===== src/rtl/lemmings_pkg.sv =====
// Shared constants for the lemming world model and the lemming controller bench.
package lemmings_pkg;
  localparam int DEF_WIDTH       = 16;
  localparam int DEF_FALL_CYCLES = 3;
  localparam int DEF_DIG_CYCLES  = 2;
  localparam int DEPTH_W         = 4;
  localparam int CNT_W           = 4;

  typedef logic [DEPTH_W-1:0] depth_t;
  typedef logic [CNT_W-1:0]   cnt_t;
endpackage


===== src/rtl/lemmings_world.sv =====
// Terrain model driving a lemming controller: walls, holes, digging and falling.
// Optional move counter on steps when LEMMINGS_WORLD_STEPS_EN is defined.
module lemmings_world
  import lemmings_pkg::*;
#(
  parameter int WIDTH       = DEF_WIDTH,
  parameter int FALL_CYCLES = DEF_FALL_CYCLES,
  parameter int DIG_CYCLES  = DEF_DIG_CYCLES,
  parameter int START_POS   = WIDTH / 2
) (
  input  logic                     clk,
  input  logic                     areset,
  input  logic                     walk_left,
  input  logic                     walk_right,
  input  logic                     aaah,
  input  logic                     digging,
  input  logic [WIDTH-1:0]         hole_map,
  output logic                     bump_left,
  output logic                     bump_right,
  output logic                     ground,
  output logic [$clog2(WIDTH)-1:0] pos,
  output logic [DEPTH_W-1:0]       depth,
  output logic [15:0]              steps
);
  localparam int PW = $clog2(WIDTH);

  logic [PW-1:0]    pos_q, pos_d;
  depth_t           depth_q, depth_d;
  cnt_t             fall_cnt_q, fall_cnt_d;
  cnt_t             dig_cnt_q, dig_cnt_d;
  logic [WIDTH-1:0] dug_q, dug_d;

  // Falling is decided by the terrain alone; the controller's aaah is informational.
  logic unused_aaah;
  assign unused_aaah = aaah;

  assign ground     = !(((depth_q == '0) && hole_map[pos_q]) || dug_q[pos_q] ||
                        (fall_cnt_q != '0));
  assign bump_left  = (pos_q == '0);
  assign bump_right = (pos_q == PW'(WIDTH - 1));
  assign pos        = pos_q;
  assign depth      = depth_q;

  always_comb begin
    pos_d      = pos_q;
    depth_d    = depth_q;
    fall_cnt_d = fall_cnt_q;
    dig_cnt_d  = '0;
    dug_d      = dug_q;
    if (!ground) begin
      if (fall_cnt_q == CNT_W'(FALL_CYCLES - 1)) begin
        // Landing on a fresh level: previous level's dug columns no longer matter.
        fall_cnt_d = '0;
        dug_d      = '0;
        if (depth_q != '1) depth_d = depth_q + 1'b1;
      end else begin
        fall_cnt_d = fall_cnt_q + 1'b1;
      end
    end else begin
      if (digging) begin
        if (dig_cnt_q == CNT_W'(DIG_CYCLES - 1)) dug_d[pos_q] = 1'b1;
        else                                     dig_cnt_d    = dig_cnt_q + 1'b1;
      end
      if (walk_left && !walk_right && !bump_left)       pos_d = pos_q - 1'b1;
      else if (walk_right && !walk_left && !bump_right) pos_d = pos_q + 1'b1;
    end
  end

  always_ff @(posedge clk or posedge areset) begin
    if (areset) begin
      pos_q      <= PW'(START_POS);
      depth_q    <= '0;
      fall_cnt_q <= '0;
      dig_cnt_q  <= '0;
      dug_q      <= '0;
    end else begin
      pos_q      <= pos_d;
      depth_q    <= depth_d;
      fall_cnt_q <= fall_cnt_d;
      dig_cnt_q  <= dig_cnt_d;
      dug_q      <= dug_d;
    end
  end

`ifdef LEMMINGS_WORLD_STEPS_EN
  logic [15:0] steps_q, steps_d;

  always_comb begin
    steps_d = steps_q;
    if ((pos_d != pos_q) && (steps_q != 16'hFFFF)) steps_d = steps_q + 16'd1;
  end

  always_ff @(posedge clk or posedge areset) begin
    if (areset) steps_q <= '0;
    else        steps_q <= steps_d;
  end

  assign steps = steps_q;
`else
  assign steps = '0;
`endif

endmodule


===== config.mk =====
export PLATFORM = sky130hd
export DESIGN_NAME = lemmings_world
export DESIGN_NICKNAME = d
export VERILOG_FILES = /design/src/rtl/lemmings_pkg.sv /design/src/rtl/lemmings_world.sv
export SDC_FILE = /design/constraint.sdc
export NUM_CORES = 1
export LEC_CHECK = 0
export CELL_PAD_IN_SITES_DETAIL_PLACEMENT = 1
export CELL_PAD_IN_SITES_GLOBAL_PLACEMENT = 2
export CORE_ASPECT_RATIO = 0.7
export CORE_MARGIN = 2
export CORE_UTILIZATION = 30
export CTS_CLUSTER_DIAMETER = 40
export DETAILED_ROUTE_END_ITERATION = 7
export GPL_ROUTABILITY_DRIVEN = 0
export PLACE_DENSITY = 0.75
export SETUP_SLACK_MARGIN = 0.5
export SYNTH_ARGS = -nofsm -noshare
export SYNTH_HDL_FRONTEND = slang
export SYNTH_SLANG_ARGS = --single-unit

===== constraint.sdc =====
create_clock -name clk -period 3.85 [get_ports clk]
set_clock_uncertainty 0.1 [all_clocks]
set_input_delay 0.5775 -clock clk [delete_from_list [all_inputs] [get_ports clk]]
set_output_delay 0.5775 -clock clk [all_outputs]
set_load 0.01 [all_outputs]

Word level (Yosys, flattened, before mapping)

Index checks and enable logic that the tools add are counted.

Bits in registers: 32
Bits of input ports: 22
Output and inout bits: 27

Add/subtract/negate cells: 5
$lt $le $gt $ge: 2
Equal/unequal tests: 5
Mux-type cells: 16
Bitwise gates (word level): 2
Reductions and logical operators: 22

Operators by type and width:

| operator                                                           | count |
|---|---|
| 2-to-1 mux 16 bit                                                  | 4 |
| 2-to-1 mux 4 bit                                                   | 6 |
| adder 4 x 1 -> 4 bit (second input constant)                       | 4 |
| bitwise OR 16 bit                                                  | 1 |
| binary-select mux 1 bit (select 4 bit)                             | 2 |
| zero test 4 bit                                                    | 2 |
| logical AND 1 bit                                                  | 6 |
| AND reduction 3 bit                                                | 2 |
| nonzero test 2 bit                                                 | 3 |
| zero test 1 bit                                                    | 5 |
| less-than comparator 4 x 5 -> 1 bit (second input constant)        | 1 |
| demux 1 bit (select 4 bit)                                         | 1 |
| == test 4 x 1 -> 1 bit (second input constant)                     | 1 |
| == test 4 x 2 -> 1 bit (second input constant)                     | 1 |
| == test 4 bit (second input constant)                              | 1 |
| greater-or-equal comparator 4 x 1 -> 1 bit (second input constant) | 1 |
| != test 4 bit (second input constant)                              | 1 |
| nonzero test 4 bit                                                 | 1 |
| subtractor 4 x 1 -> 4 bit (second input constant)                  | 1 |
| 2-to-1 mux 1 bit                                                   | 3 |
| logical OR 1 bit                                                   | 2 |
| != test 2 x 1 -> 1 bit (second input constant)                     | 1 |
| AND reduction 2 bit                                                | 1 |
| NOT 1 bit                                                          | 1 |

Depth between registers and ports, before layout

Gate-level depths: netlist (run 1).

Word-level depth: 8
Gate-level depth with buffers: 9
Mapped depth without buffers: 8

Least setup slack after synthesis (run 1)

No wires, ideal clock.

Kind: register to register
From: register pos_q[0], in the netlist pos[0]
To: register pos_q[2], in the netlist pos[2]
Arrival time: 2.685 ns
Data required time: 3.616 ns
Path slack: 0.931 ns
Cell stages (with the launch flop): 10
Cells stage by stage: dfrtp_1 clkbuf_1 nor4_1 nor2_1 xor2_1 ha_1 or4_1 a21oi_1 nand4_1 xnor2_1

RTL lines:

| element                              | line                 | source |
|---|---|---|
| start: declaration                   | lemmings_world.sv:27 | `logic [PW-1:0] pos_q, pos_d;` |
| start signal: assignment             | lemmings_world.sv:71 | `pos_q <= PW'(START_POS);` |
| start signal: assignment             | lemmings_world.sv:77 | `pos_q <= pos_d;` |
| zero test 4 bit (*)                  | lemmings_world.sv:39 | `assign bump_left = (pos_q == '0);` |
| named net bump_left                  | lemmings_world.sv:18 | `output logic bump_left,` |
| zero test 1 bit (*)                  | lemmings_world.sv:64 | `if (walk_left && !walk_right && !bump_left) pos_d = pos_q - 1'b1;` |
| logical AND 1 bit (*)                | lemmings_world.sv:64 |  |
| nonzero test 2 bit (no source line)  | --                   |  |
| AND reduction 2 bit (no source line) | --                   |  |

Mark *: on every way through the listed nets, which the timed path passes. The rest lies on a longest branch. The select of a mux whose other input is x is not followed.
A chain may end at the register's enable or synchronous reset.

Worst setup path after layout (run 1)

From: register depth_q[0], in the netlist depth[0]
To: output port ground

Cells in the longest elaborated chain, start to end: 5

RTL lines:

| element                       | line                 | source |
|---|---|---|
| start: declaration            | lemmings_world.sv:28 | `depth_t depth_q, depth_d;` |
| start signal: assignment      | lemmings_world.sv:78 | `depth_q <= depth_d;` |
| zero test 4 bit               | lemmings_world.sv:37 | `assign ground = !(((depth_q == '0) && hole_map[pos_q]) \|\| dug_q[pos_q] \|\|` |
| logical AND 1 bit             | lemmings_world.sv:37 |  |
| logical OR 1 bit (2 in a row) | lemmings_world.sv:37 |  |
| zero test 1 bit               | lemmings_world.sv:37 |  |
| end: declaration              | lemmings_world.sv:20 | `output logic ground,` |

No other way between the ends.

==> impl_metrics.json, run 1 <==
{
  "status": "complete, no violations",
  "yosys.area.top_type": "dfrtp_1",
  "synth_top_area_share_pct": 38.0,
  "synth_warnings": 0,
  "irDropWorstVdd_v": 0.000220,
  "area_delta_synth_final_pct": 22.3,
  "ys_types": 48,
  "postCtsSetupBuffers": 0,
  "cts_inserted_buffers": 5,
  "avgRoutedWirePerCell_um": 15.0,
  "syn_avg_cell_area_um2": 10.1,
  "powerDensity_mw_per_mm2": 577,
  "cts-resized-gates": 1,
  "p_leak_nw": 1.06,
  "final_nets": 259,
  "required_ns": 3.17,
  "place_inst": 319,
  "place_area_mm2": 0.00238,
  "yosysMostFrequentCell": "dfrtp_1",
  "slew_viol_final": 0,
  "die_x_um": 103,
  "port_buffers": 31,
  "grt_first_pass_wirelength_um": 8070,
  "drt_wl_total_um": 4910,
  "multi_input_area_mm2": 0.00110,
  "rows": 25,
  "die_y_um": 73.0,
  "r2r_setup_slack_ns": 1.19,
  "rsz0062_at_grt": "false",
  "clock-sinks": 32,
  "grt_pass1_vias": 1544,
  "drc": 0,
  "cts_tree": "built",
  "relSlewSlack_pct": 55.5,
  "antenna_left": 0,
  "stdcell_count": 327,
  "grtUsageTotal_pct": 14.1,
  "async_flop_share_pct": 100,
  "io_pins": 49,
  "fin_tns_setup_ns": 0,
  "fin_crit_ns": 3.21,
  "synthTopCellsByArea": "dfrtp_1 (38%), mux2i_1 (7.9%), buf_4 (5.9%)",
  "hold_viol": 0,
  "antenna_found_initial": 0,
  "synthFlopType": "dfrtp_1",
  "place_hpwl_um": 3560,
  "clk_path_buf_depth": 2,
  "final_area_mm2": 0.00249,
  "cts_root_buf": "clkbuf_8",
  "maxCapViolations": 0,
  "ys_ff_latch": 32,
  "antennaDiodeCount": 0,
  "max_freq_mhz": 311,
  "vias": 1576,
  "ys_seq_area_share_pct": 39.3,
  "period_share_pct": 83.5,
  "synth_edf_count": 0,
  "synth_common_cells": "dfrtp_1 (31), nand2_1 (22), buf_4 (16), mux2i_1 (16), o31ai_1 (9)",
  "syn_area_mm2": 0.00204,
  "min_path_type": "register to register",
  "drive_gt1_share_pct": 12.9,
  "crit_path_start_kind": "register",
  "critPathKind": "register to primary output",
  "cts_max_level": 2,
  "end_kind": "primary output",
  "seqCellArea_um2": 811,
  "grt_max_degree": 33,
  "vias_per_cell": 4.82,
  "core_area_mm2": 0.00666,
  "grt-ovfl-total": 0,
  "n_fill_cell": 755,
  "cts-hold-fix-buffers": 0,
  "setup_viol_count_final": 0,
  "drtPass1Iterations": 4,
  "worstMarginPinSlew_ns": 0.668,
  "worstPathArrival_ns": 2.54,
  "drt-initial-drc-count": 74,
  "initial_core_util_pct": 30.6,
  "die_area_mm2": 0.00748,
  "worstSkewPairLatency_ns": 0.28,
  "syn-instance-count": 201,
  "critPathMaxFanout": 5,
  "cts.clk_slew.worst_paths_ns": 0.07
}
==> registers in the layout (all words and copies together), names as in the netlist <==
signal      flops
pos             4
depth           4
dig_cnt_q       4
fall_cnt_q      4
dug_q          16
==> report_power, final <==
group	leakage, nW	switching, mW	internal (mW)
Combinational	0.593	0.304	0.304
Sequential	0.421	0.158	0.410
Clock	0.0455	0.118	0.146
Total	1.06	0.580	0.860
==> critical path, stage by stage, from the launching register on <==
cell and delay [ns]:
dfrtp_1 0.41, inv_1 0.10, ha_1 0.16, or4b_2 0.61, a21oi_2 0.16, nand3_2 0.16
nand3_4 0.13, inv_4 0.05, clkdlybuf4s50_1 0.47
==> final timing paths <==
path / cells after the start / start / endpoint
worst max-delay path: 8 / depth[0]$_DFFE_PP0P_ / ground
min in group asynchronous: 3 / areset / fall_cnt_q[1]$_DFFE_PP0N_
worst min register to register: 2 / dug_q[12]$_DFFE_PP0P_ / dug_q[12]$_DFFE_PP0P_
worst min-delay path: 2 / dug_q[12]$_DFFE_PP0P_ / dug_q[12]$_DFFE_PP0P_
worst max register to register: 10 / pos[2]$_DFFE_PP0P_ / pos[2]$_DFFE_PP0P_
max in group asynchronous: 3 / areset / pos[1]$_DFFE_PP0P_
==> area by class of cell <==
type,instances,share of cell area (%)
multi-input cells,150,44.1
flip-flops and latches,32,32.5
repair buffers,36,13.9
well taps,94,4.72
clock buffers,8,3.61
inverters,7,1.15
==> layer usage <==
metal | share of wire [%] | wire, um | up-vias | GRT usage, %
met4 | 0.63 | 31 | 0 | 3.11
met1 | 50 | 2430 | 772 | 20.7
li1 | - | - | 754 | -
met3 | 7.3 | 359 | 4 | 4.12
met5 | 0 | 0 | - | 0
met2 | 42 | 2090 | 46 | 20.6
==> placed cells by master (no fill, tap or decap), types with 3 or more instances in the layout <==
master           count
clkdlybuf4s50_1     31
dfrtp_1             29
nand2_1             22
mux2i_1             16
conb_1              16
o31ai_1              9
nand2b_1             8
inv_1                6
and3_1               6
o41ai_1              6
clkbuf_8             6
xnor2_1              5
nor2_1               5
ha_1                 5
buf_4                5
a21oi_1              4
nand4_1              4
o21ai_0              3
nor2b_1              3
a22oi_1              3
==> kinds of logic (layout without fill, tap and decap cells) <==
| family | Yosys count | count (layout) | synth area share (%) |
|---|---|---|---|
| fa+ha+maj | 5 | 5 | 3.07 |
| flops | 32 | 32 | 39.3 |
| compound gates | 34 | 34 | 12.7 |
| simple gates | 67 | 67 | 19.4 |
| mux | 21 | 21 | 11.9 |
| buf+inv | 34 | 51 | 10.4 |
| xor+xnor | 7 | 7 | 3.01 |
| other cells | 1 | 16 | 0.184 |
==> through the flow <==
stage	hold WS [ns]	power, mW	setup WS (ns)	utilization, %
floorplan	0.343	0.963	0.931	-
global placement	0.363	1.16	0.548	35.7
detailed placement	0.362	1.18	0.526	35.7
CTS	0.379	1.45	0.511	37.1
global route	0.404	1.55	0.522	37.4
finish	0.376	1.44	0.636	37.4
Power figures use the tool's default switching activity.
==> run 2, diff against run 1 <==
clock period = 3 ns   (was 3.85 ns; I/O delays follow)
==> impl_metrics.json, run 2 (synthesized netlist as in run 1, its figures left out) <==
{
  "drt-initial-drc-count": 63,
  "layout_common_cells": "dfrtp_1 (31), clkdlybuf4s50_1 (29), nand2_1 (22)",
  "p_comb_share_pct": 53.6,
  "multi_input_area_mm2": 0.00114,
  "stdcell_count": 350,
  "die_area_mm2": 0.00748,
  "grt_pass1_vias": 1701,
  "n_fill_cell": 760,
  "sw_frac_of_total_pct": 38.2,
  "port_buffers": 31,
  "rows": 25,
  "post-route-util_pct": 41.7,
  "setup_viol_count_final": 0,
  "worstSkewPairLatency_ns": 0.29,
  "max_freq_mhz": 377,
  "reg2reg_depth": 10,
  "vias_per_cell": 4.88,
  "die_y_um": 73.0,
  "hold_end": "dug_q[6]$_DFFE_PP0P_",
  "rsz0062_at_grt": "true",
  "vias": 1707,
  "die_x_um": 103,
  "antennaDiodeCount": 0,
  "grt-ovfl-total": 0,
  "internal_power_mw": 1.37,
  "drive_gt1_share_pct": 21.5,
  "fin_crit_ns": 2.65,
  "final_common_cell": "dfrtp_1",
  "fin_tns_setup_ns": 0,
  "antenna_left": 0,
  "power_frac_seq_pct": 28.0,
  "grt_first_pass_wirelength_um": 9140,
  "required_ns": 2.45,
  "crit_buf_inv": 4,
  "p_leak_nw": 1.26,
  "total_power_mw": 2.23,
  "cts_inserted_buffers": 5,
  "regMostFlops": "dug_q",
  "cts_root_buf": "clkbuf_8",
  "r2r-start": "pos[1]$_DFFE_PP0P_",
  "cp_cell_sequence": "buf_6, buf_12, mux2i_1, mux4_2, a22o_4, nand3_4, inv_4, buf_6",
  "drtPass1Iterations": 4,
  "rr_endpoint": "pos[2]$_DFFE_PP0P_",
  "initial_core_util_pct": 30.6,
  "io_pins": 49,
  "period_share_pct": 88.3,
  "powerDensity_mw_per_mm2": 801,
  "cp_common_cell": "buf_6",
  "status": "complete, no violations",
  "grtUsageTotal_pct": 16.4,
  "critPathKind": "register to primary output",
  "largest_reg_flops": 16,
  "seqCellArea_um2": 802,
  "drc": 0,
  "cts-hold-fix-buffers": 0,
  "irDropWorstVdd_v": 0.000373,
  "avgRoutedWirePerCell_um": 16.9,
  "maxCapViolations": 0,
  "cts_max_level": 2,
  "r2r_setup_slack_ns": 0.40,
  "holdPathStages": 2,
  "drt_wl_total_um": 5900,
  "core_area_mm2": 0.00666,
  "slew_viol_final": 0,
  "hold_viol": 0,
  "cts_tree": "built",
  "clk_path_buf_depth": 2,
  "grt_max_degree": 33,
  "worstPathArrival_ns": 2.10,
  "clock-sinks": 32,
  "min_path_type": "register to register",
  "crit_path_start_kind": "register",
  "crit_family": "multiplexers",
  "place_hpwl_um": 3900,
  "place_inst": 326,
  "end_kind": "primary output",
  "critPathMaxFanout": 6,
  "switchingPower_uw": 850,
  "hp-start": "dug_q[6]$_DFFE_PP0P_",
  "antenna_found_initial": 0,
  "final_nets": 282,
  "critPathMaxStageDelay_ns": 0.48,
  "crit_slowest_cell": "mux4_2",
  "clockPowerShare_pct": 18.4,
  "cts.clk_slew.worst_paths_ns": 0.07,
  "hold_slack_ns": 0.381,
  "area_delta_synth_final_pct": 36.3
}
-- run 2: changes by cell type in the layout (fill, tap and decap cells not counted), sizes merged, moves of 2 or more --
cell,previous run,this run
buf,5,26
clkbuf,8,6
clkdlybuf4s50,31,29
bufbuf,0,2
-- run 2: power groups by stage --
stage | Combinational (mW) | Sequential, mW | Clock [mW]
2_1_floorplan | 0.624 | 0.626 | 0
3_3_place_gp | 0.947 | 0.626 | 0
3_5_place_dp | 0.961 | 0.634 | 0
4_1_cts | 1.17 | 0.621 | 0.422
5_1_grt | 1.29 | 0.639 | 0.441
6_report | 1.19 | 0.623 | 0.410
-- run 2: layout make-up --
type	instances	area share (%)
repair buffers	58	21.1
multi-input cells	151	40.9
clock inverters	2	1.26
inverters	7	1.04
clock buffers	6	2.61
well taps	94	4.23
flip-flops and latches	32	28.9
-- run 2: timing repair --
| action | in CTS | in global routing |
|---|---|---|
| setup buffers | 9 | 4 |
| gates cloned | 2 | 1 |
| pin swaps | 5 | 1 |
| endpoints found under the setup margin | 3 | 15 |
| gates resized for setup | 12 | 3 |
-- run 2: worst max path at each step --
stage | end | slack, ns | startpoint | depth (start not counted)
after floorplan | pos[2]$_DFFE_PP0P_ | 0.49 | pos[1]$_DFFE_PP0P_ | 9
after global placement | ground | 0.23 | depth[0]$_DFFE_PP0P_ | 8
after detailed placement | ground | 0.21 | depth[0]$_DFFE_PP0P_ | 8
after CTS | ground | 0.36 | pos[1]$_DFFE_PP0P_ | 8
after global routing | pos[2]$_DFFE_PP0P_ | 0.27 | pos[1]$_DFFE_PP0P_ | 10
final | ground | 0.35 | pos[1]$_DFFE_PP0P_ | 8
-- run 2: tightest hold or removal path, delay by kind of cell (launching register included) --
| kind | cells | cell delay [ns] |
|---|---|---|
| flip-flops | 1 | 0.34 |
| AND/OR/NAND/NOR | 1 | 0.05 |
| AO/OA/AOI/OAI | 1 | 0.06 |
-- run 2: per-stage QoR --
stage          worst slack (ns)  area (um^2)
3_3_place_gp              0.225         2460
5_1_grt                   0.266         2780
2_1_floorplan             0.487         2110
3_5_place_dp              0.208         2460
4_1_cts                   0.360         2720
6_report                  0.351         2780
-- run 2: routing by layer --
layer  up-vias  track usage (%)  share of wire [%]
li1        804                -                  -
met1       865             22.3                 48
met2        33             26.8                 46
met3         5             3.93                5.0
met4         0             3.11               0.80
met5         -                0                  0
